### config.mk
export PLATFORM = sky130hd
export DESIGN_NAME = jpeg_rld_flat
export DESIGN_NICKNAME = d
export VERILOG_FILES = /design/src/rtl/jpeg_rld_if.sv /design/src/rtl/jpeg_rld.sv /design/src/flat_wrapper.sv
export SDC_FILE = /design/constraint.sdc
export NUM_CORES = 1
export LEC_CHECK = 0
export BUFFER_PORTS_ARGS = -buffer_cell sky130_fd_sc_hd__buf_2
export CORE_UTILIZATION = 40
export CTS_CLUSTER_DIAMETER = 50
export DETAILED_ROUTE_END_ITERATION = 10
export GPL_TIMING_DRIVEN = 0
export PLACE_DENSITY = 0.67
export SYNTH_ARGS = -nofsm -noshare
export SYNTH_HDL_FRONTEND = slang
export SYNTH_SLANG_ARGS = --single-unit
### constraint.sdc
create_clock -name clk -period 1.7 [get_ports clk]
set_input_delay 0.085 -clock clk [delete_from_list [all_inputs] [get_ports clk]]
set_output_delay 0.085 -clock clk [all_outputs]
set_load 0.02 [all_outputs]
### src/rtl/jpeg_rld_if.sv
// jpeg_rld_if: token input and coefficient output bundle of the run-length decoder
interface jpeg_rld_if #(parameter int AW = 12);
   logic          ena;
   logic [3:0]    rleni;
   logic [3:0]    sizei;
   logic [AW-1:0] ampi;
   logic          deni;
   logic          dci;
   logic          din_rdy;
   logic [AW-1:0] dout;
   logic          douten;
   logic          dstrb;
   logic [5:0]    dcnt;
   logic          bdone;
   logic          err;
   modport master (output ena, rleni, sizei, ampi, deni, dci,
                   input din_rdy, dout, douten, dstrb, dcnt, bdone, err);
   modport slave  (input ena, rleni, sizei, ampi, deni, dci,
                   output din_rdy, dout, douten, dstrb, dcnt, bdone, err);
endinterface

### src/rtl/jpeg_rld.sv
// jpeg_rld: expands (rlen, size, amp) tokens into 64 zigzag-ordered coefficients per block
module jpeg_rld #(parameter int AW = 12) (
   input logic clk,
   input logic rst,
   jpeg_rld_if.slave bus
);
   typedef enum logic [2:0] {IDLE, AC, RUN, AMP, FILL} state_t;
   state_t        state, state_n, after;
   logic [5:0]    cnt;
   logic [3:0]    zr, zr_n;
   logic [AW-1:0] amp, amp_n, val;
   logic          zrl, zrl_n, emit, more, e, strb, last, acc, zs;
   assign zs = bus.sizei == 4'd0;
   // a DC token arriving mid-block is refused so it can open the next block from IDLE
   assign bus.din_rdy = bus.ena & (state == IDLE | (state == AC & ~(bus.deni & bus.dci)));
   always_comb begin
      acc = bus.deni & bus.din_rdy;
      after = state;
      zr_n = zr;
      amp_n = amp;
      zrl_n = zrl;
      emit = 1'b0;
      val = '0;
      more = 1'b0;
      e = 1'b0;
      strb = 1'b0;
      case (state)
         IDLE: begin
            emit = acc & bus.dci;
            strb = emit;
            val = emit ? bus.ampi : '0;
            after = emit ? AC : IDLE;
            e = acc & ~bus.dci & (bus.rleni != 4'd0 | ~zs);
         end
         AC: begin
            // the first coefficient of every token is produced in its acceptance cycle
            emit = acc;
            e = (bus.deni & bus.dci) | (acc & zs & bus.rleni != 4'd0 & bus.rleni != 4'd15);
            val = acc & ~zs & bus.rleni == 4'd0 ? bus.ampi : '0;
            more = zs ? bus.rleni == 4'd15 : bus.rleni != 4'd0;
            if (acc) begin
               amp_n = bus.ampi;
               zrl_n = zs;
               zr_n = zs ? 4'd15 : bus.rleni - 4'd1;
            end
            after = bus.deni & bus.dci ? FILL :
                    ~acc ? AC :
                    zs ? (bus.rleni == 4'd15 ? RUN : FILL) :
                    bus.rleni == 4'd0 ? AC :
                    bus.rleni == 4'd1 ? AMP : RUN;
         end
         RUN: begin
            emit = 1'b1;
            zr_n = zr - 4'd1;
            more = ~(zrl & zr == 4'd1);
            after = zr == 4'd1 ? (zrl ? AC : AMP) : RUN;
         end
         AMP: begin
            emit = 1'b1;
            val = amp;
            after = AC;
         end
         default: emit = 1'b1;
      endcase
      last = emit & cnt == 6'd63;
      state_n = last ? IDLE : after;
   end
   always_ff @(posedge clk) begin
      if (rst) begin
         state <= IDLE;
         cnt <= '0;
         zr <= '0;
         amp <= '0;
         zrl <= 1'b0;
         bus.dout <= '0;
         bus.douten <= 1'b0;
         bus.dstrb <= 1'b0;
         bus.dcnt <= '0;
         bus.bdone <= 1'b0;
         bus.err <= 1'b0;
      end else if (bus.ena) begin
         state <= state_n;
         cnt <= emit ? cnt + 6'd1 : cnt;
         zr <= zr_n;
         amp <= amp_n;
         zrl <= zrl_n;
         bus.dout <= val;
         bus.douten <= emit;
         bus.dstrb <= strb;
         bus.dcnt <= emit ? cnt : bus.dcnt;
         bus.bdone <= last;
         bus.err <= e | (last & more);
      end
   end
endmodule

### src/flat_wrapper.sv
// flat-port wrapper written by rule: the top's interface ports become plain ports
module jpeg_rld_flat 
#(parameter int AW = 12)
  (clk, rst, bus_ena, bus_rleni, bus_sizei, bus_ampi, bus_deni, bus_dci, bus_din_rdy, bus_dout, bus_douten, bus_dstrb, bus_dcnt, bus_bdone, bus_err);
  jpeg_rld_if #(.AW(AW)) bus_i ();
  input logic clk;
  input logic rst;
  input wire logic [$bits(bus_i.ena)-1:0] bus_ena;
  input wire logic [$bits(bus_i.rleni)-1:0] bus_rleni;
  input wire logic [$bits(bus_i.sizei)-1:0] bus_sizei;
  input wire logic [$bits(bus_i.ampi)-1:0] bus_ampi;
  input wire logic [$bits(bus_i.deni)-1:0] bus_deni;
  input wire logic [$bits(bus_i.dci)-1:0] bus_dci;
  output wire logic [$bits(bus_i.din_rdy)-1:0] bus_din_rdy;
  output wire logic [$bits(bus_i.dout)-1:0] bus_dout;
  output wire logic [$bits(bus_i.douten)-1:0] bus_douten;
  output wire logic [$bits(bus_i.dstrb)-1:0] bus_dstrb;
  output wire logic [$bits(bus_i.dcnt)-1:0] bus_dcnt;
  output wire logic [$bits(bus_i.bdone)-1:0] bus_bdone;
  output wire logic [$bits(bus_i.err)-1:0] bus_err;
  assign bus_i.ena = bus_ena;
  assign bus_i.rleni = bus_rleni;
  assign bus_i.sizei = bus_sizei;
  assign bus_i.ampi = bus_ampi;
  assign bus_i.deni = bus_deni;
  assign bus_i.dci = bus_dci;
  assign bus_din_rdy = bus_i.din_rdy;
  assign bus_dout = bus_i.dout;
  assign bus_douten = bus_i.douten;
  assign bus_dstrb = bus_i.dstrb;
  assign bus_dcnt = bus_i.dcnt;
  assign bus_bdone = bus_i.bdone;
  assign bus_err = bus_i.err;
  jpeg_rld #(.AW(AW)) u_core (.clk(clk), .rst(rst), .bus(bus_i));
endmodule
== After elaboration in Yosys (flattened, before gate mapping) ==
Index checks and enable logic that the tools add are counted.

* $add $sub $neg: 3
* $mul: 0
* Div/mod/pow operators: 0
* $lt $le $gt $ge: 0
* Equal/unequal tests: 9
* Shift operators: 0
* Mux-type cells: 22
* Bitwise logic cells: 23
* Reduce and logical (&&, ||, !) cells: 10

{| class="wikitable"
|+ Operators with widths
! cell !! count
|-
| $pmux 12 s3 || 1
|-
| $mux 12 || 2
|-
| $mux 3 || 7
|-
| $and 1x1->1 || 15
|-
| $pmux 3 s4 || 1
|-
| $eq 4x1->1 const B || 2
|-
| $logic_not 4->1 || 2
|-
| $mux 4 || 2
|-
| $pmux 4 s2 || 1
|-
| $sub 4x1->4 const B || 2
|-
| $add 6x1->6 const B || 1
|-
| $eq 3x2->1 const B || 2
|-
| $eq 6x6->1 const B || 1
|-
| $pmux 1 s2 || 3
|-
| $reduce_and 3->1 || 2
|-
| $reduce_bool 5->1 || 1
|-
| $eq 4x4->1 const B || 1
|-
| $mux 1 || 4
|-
| $ne 4x4->1 const B || 1
|-
| $not 1->1 || 4
|-
| $or 1x1->1 || 4
|-
| $reduce_and 2->1 || 2
|-
| $reduce_bool 4->1 || 1
|-
| $eq 3x1->1 const B || 1
|-
| 4 further kinds || 4
|}

* Flip-flop bits (word level): 48
* Bits in latches: 0
* Memory bits (writable): 0
* Memory bits (read-only): 0
* Input bits: 25
* Output and inout port bits: 23
* Word-level logic and storage cells: 78
* Memories kept: 0

== Longest topological paths before layout ==
* Depth after elaboration: 12
* Depth in mapped cells: 7
* Mapped depth without buffers: 6

== Worst setup path before layout ==
No wires, ideal clock.

* Kind: register -> register
* Start point: register u_core.state[2]
* End point: register u_core.bus.err
* Setup time: 0.088 ns
* Data arrival time: 1.640 ns
* Path slack: -0.028 ns
* Stages on the path, launching flop included: 7
* Buffers on the path: 2
* Clock period less this slack: 1.728 ns
* Cell sequence: dfxtp_1 > buf_6 > nand2b_4 > buf_6 > or4b_1 > o311a_1 > o32ai_2

* Longest elaborated chain between the ends: 11
* Elaborated cells on any way between the ends: 20
* Classes of those cells: 2 x eq/ne; 3 x mux; 14 x bitwise; 1 x reduce/logical

{| class="wikitable"
|+ Ends and longest elaborated chain
! element !! RTL line !! source
|-
| start, declared || jpeg_rld.sv:8 || <nowiki>state_t state, state_n, after;</nowiki>
|-
| start signal, assigned || jpeg_rld.sv:82 || <nowiki>state <= state_n;</nowiki>
|-
| $eq 3x1->1 || jpeg_rld.sv:15, jpeg_rld.sv:27 ||
|-
| $and 1x1->1 || jpeg_rld.sv:15 || <nowiki>assign bus.din_rdy = bus.ena & (state == IDLE | (state == AC & ~(bus.deni & bus.dci)));</nowiki>
|-
| $or 1x1->1 || jpeg_rld.sv:15 ||
|-
| $and 1x1->1 || jpeg_rld.sv:15 ||
|-
| $and 1x1->1 || jpeg_rld.sv:17 || <nowiki>acc = bus.deni & bus.din_rdy;</nowiki>
|-
| $and 1x1->1 (3 in series) || jpeg_rld.sv:38 || <nowiki>e = (bus.deni & bus.dci) | (acc & zs & bus.rleni != 4'd0 & bus.rleni != 4'd15);</nowiki>
|-
| $or 1x1->1 || jpeg_rld.sv:38 ||
|-
| $pmux 1 s2 || jpeg_rld.sv:27 || <nowiki>case (state)</nowiki>
|-
| $or 1x1->1 * || jpeg_rld.sv:92 || <nowiki>bus.err <= e | (last & more);</nowiki>
|-
| end signal, assigned || jpeg_rld.sv:92 ||
|-
| end, declared || jpeg_rld_if.sv:19 || <nowiki>output din_rdy, dout, douten, dstrb, dcnt, bdone, err);</nowiki>
|}

Every way passes the cells marked *; elsewhere a longest branch is shown, timed or not.
A chain may end at the register's enable or synchronous reset.

== Worst setup path in the final report ==
* Start point: register u_core.state[0]
* End point: register u_core.bus.err

Same word-level chain as after synthesis.

==> metrics <==
status completed; Tot GR Track Use 20.7%; GPL Wtd Cong approximately 0.84; io pins 48; DRT antenna net count 0; Synth Cell Area 2360 um2; Leakage Power 1.07 nW; Multi-input gate area ~1400 um2; Hold Crit Depth 3; Required @ worst endpoint around 1900 ps; CTS Sinks 48; Layout Nets 372; largest net degree at the start of global routing 15; crit end category flip-flop; CTS root buffer clkbuf_8; die area between 6000 and 7000 um2; first-pass GRT wire length about 10000 um; routed vias/inst approximately 5.5; vias in the first global route between 2000 and 2500; total wire length around 6100 um; area growth from synthesis to layout 22.9%; family with the most delay on the worst path simple AND/OR/NAND/NOR gates; Worst-path clk slew roughly 90 ps; Critical Path Max Stage Delay about 430 ps; DRT Pass-1 Iters 5; initial antenna violation count 0; endpoints failing setup 0; residual DRC count 0; Power Density roughly 740 nW/um2; CP arrival around 1900 ps; Stages on worst setup path 5; Via Count about 2300; CTS H-tree lvls 2; Critical Path Start Type flip-flop; Clock Skew between 2 and 3 ps; fin cells approximately 410; layout cell share with drive strength beyond 1 a little over a quarter; VDD IR-drop max approximately 0.00032 V; Slew headroom between 40% and 50%; final hold violations 0; Initial Util between 40% and 50%; register area share after synthesis about two fifths; RSZ-0062 raised after global routing true; kind of critical path reg -> reg; Post-DP Area between 2000 and 3000 um2; Rows 27; TritonCTS clock tree built; Final HPWL DP 4240 um; clock buffer depth 2; syn avg cell area between 8 and 9 um2; later-pin clock latency in the skew report around 300 ps; WL/cell around 15 um; synth warn 0; max cap viols 0; chip width 78.9 um; min Tclk post-route ~1700 ps; 1st-iter DRT viols 194; grt ovf 0; diodes inserted 0; dpl cells 404; slowest cell on the critical path dfxtp_4; Max Fclk between 0.6 and 0.7 GHz; fillcell total 540; slew of the pin with the lowest slew margin between 800 and 900 ps; Synth Flop Type dfxtp_1; Post-synth EDFFs 0; hold crit path type in -> reg; r2r worst-path depth 5; CTS buffer count 5; Synth Register Bits 48; CP Buf/Inv Count 1; Synth Instances approximately 290; synth unique cells 50; Die H 78.9 um; CORE AREA 5610 um2; CP max FO 10; Post-Syn Nets 320; FF+latch area ~970 um2; Min Hold Slack between 20 and 30 ps; Finished Cell Area 2910 um2; I/O Buffers between 40 and 50; Async SR Flop Fraction 0%; final worst path period share 97.2%; Slew Viols, Final 0; sequence of cells on the critical path clkbuf_4 > nor3b_1 > nand3_1 > o311a_1 > o32ai_2
[synth_stat cells (all sizes together), types with 2 or more instances]
master | n | area, um2
inv | 4 | 15.0
or4 | 2 | 15.0
o21ai | 22 | 110
xnor2 | 2 | 17.5
a211oi | 2 | 15.0
nor2 | 13 | 48.8
nor3b | 3 | 22.5
nor2b | 4 | 25.0
mux2 | 4 | 45.0
clkbuf | 16 | 60.1
a22oi | 12 | 90.1
ha | 7 | 87.6
a31oi | 2 | 12.5
nor3 | 7 | 35.0
nand2 | 32 | 120
nor4 | 3 | 18.8
or3b | 2 | 17.5
and3 | 3 | 18.8
dfxtp | 48 | 961
buf | 6 | 42.5
a21oi | 44 | 220
a311oi | 3 | 26.3
nand2b | 4 | 32.5
nand3 | 19 | 95.1
[cell families (layout without fill, tap and decap cells)]
group / Yosys count / count (layout) / share of synthesized area [%]
AND/OR/NAND/NOR: 100 / 100 / 21.8
AO/OA/AOI/OAI: 98 / 98 / 25.3
flip-flops: 48 / 48 / 40.6
buffers and inverters: 27 / 80 / 5.13
adder cells (fa/ha/maj): 7 / 7 / 3.70
multiplexers: 5 / 5 / 2.33
XOR/XNOR: 3 / 3 / 1.11
[layout make-up]
| type | count | area share, % |
|---|---|---|
| inverter | 5 | 0.646 |
| clock inverter | 1 | 0.258 |
| buffer | 19 | 3.27 |
| timing repair buffer | 48 | 8.48 |
| sequential | 48 | 33.4 |
| multi-input combinational | 213 | 47.8 |
| clock buffer | 7 | 2.97 |
| tap | 72 | 3.10 |
[stage by stage]
step	setup WS [ps]	TNS (ps)	power (mW)	util, %
6_report	47.9	0	2.16	51.8
5_1_grt	-30.1	-54.6	2.26	51.8
4_1_cts	-17.1	-30.3	2.16	50.3
3_5_place_dp	-436	-7810	1.44	47.7
3_3_place_gp	-437	-7830	1.44	47.7
2_1_floorplan	33.3	0	1.35	-
[worst register-to-register path, cell delays in order, from the launching register on]
cell	delay (ps)
dfxtp_4	430
clkbuf_4	220
nor3b_1	350
nand3_1	170
o311a_1	170
o32ai_2	240
[per-layer routing]
metal	track usage, %	share of wire [%]	vias to the layer above
li1	-	-	1148
met1	28.6	47	1070
met2	32.1	47	56
met3	4.83	5.0	2
met4	5.82	0.31	0
met5	0	0	-
[timing repair]
action,CTS,global route
setup buffers,3,1
pin swaps,3,2
resized for setup,20,17
endpoints found under the setup margin,38,29
hold buffers,0,0
[power by group]
| part | internal, mW | switching (mW) |
|---|---|---|
| clock network | 0.331 | 0.385 |
| registers | 1.14 | 0.0191 |
| logic | 0.107 | 0.175 |
| total | 1.58 | 0.579 |
[sequential cells by signal (all words and copies together), names as in the netlist]
register,count
u_core.amp,12
u_core.bus.dout,12
u_core.bus.dcnt,6
u_core.cnt,6
u_core.zr,4
u_core.state,3
u_core.bus.bdone,1
u_core.bus.douten,1
u_core.bus.dstrb,1
u_core.bus.err,1
u_core.zrl,1
[worst paths after layout]
check,startpoint,end,slack (ps)
worst max-delay path,u_core.state[0],u_core.bus.err,50
worst min-delay path,bus_ampi[3],u_core.amp[3],30
worst max register to register,u_core.state[0],u_core.bus.err,50
worst min register to register,u_core.amp[4],u_core.amp[4],460
[cell usage in the layout, fill, tap and decap left out, types with 4 or more instances in the layout]
| cell type | instances |
|---|---|
| nand3_1 | 19 |
| a22oi_1 | 12 |
| clkbuf_8 | 6 |
| o21ai_0 | 22 |
| clkbuf_1 | 9 |
| buf_4 | 5 |
| nor2b_1 | 4 |
| buf_2 | 48 |
| inv_1 | 4 |
| nand2_1 | 32 |
| nor2_1 | 12 |
| nor3_1 | 7 |
| a21oi_1 | 43 |
| mux2_2 | 4 |
| ha_1 | 7 |
| dfxtp_1 | 45 |
Power figures use the tool's default switching activity.
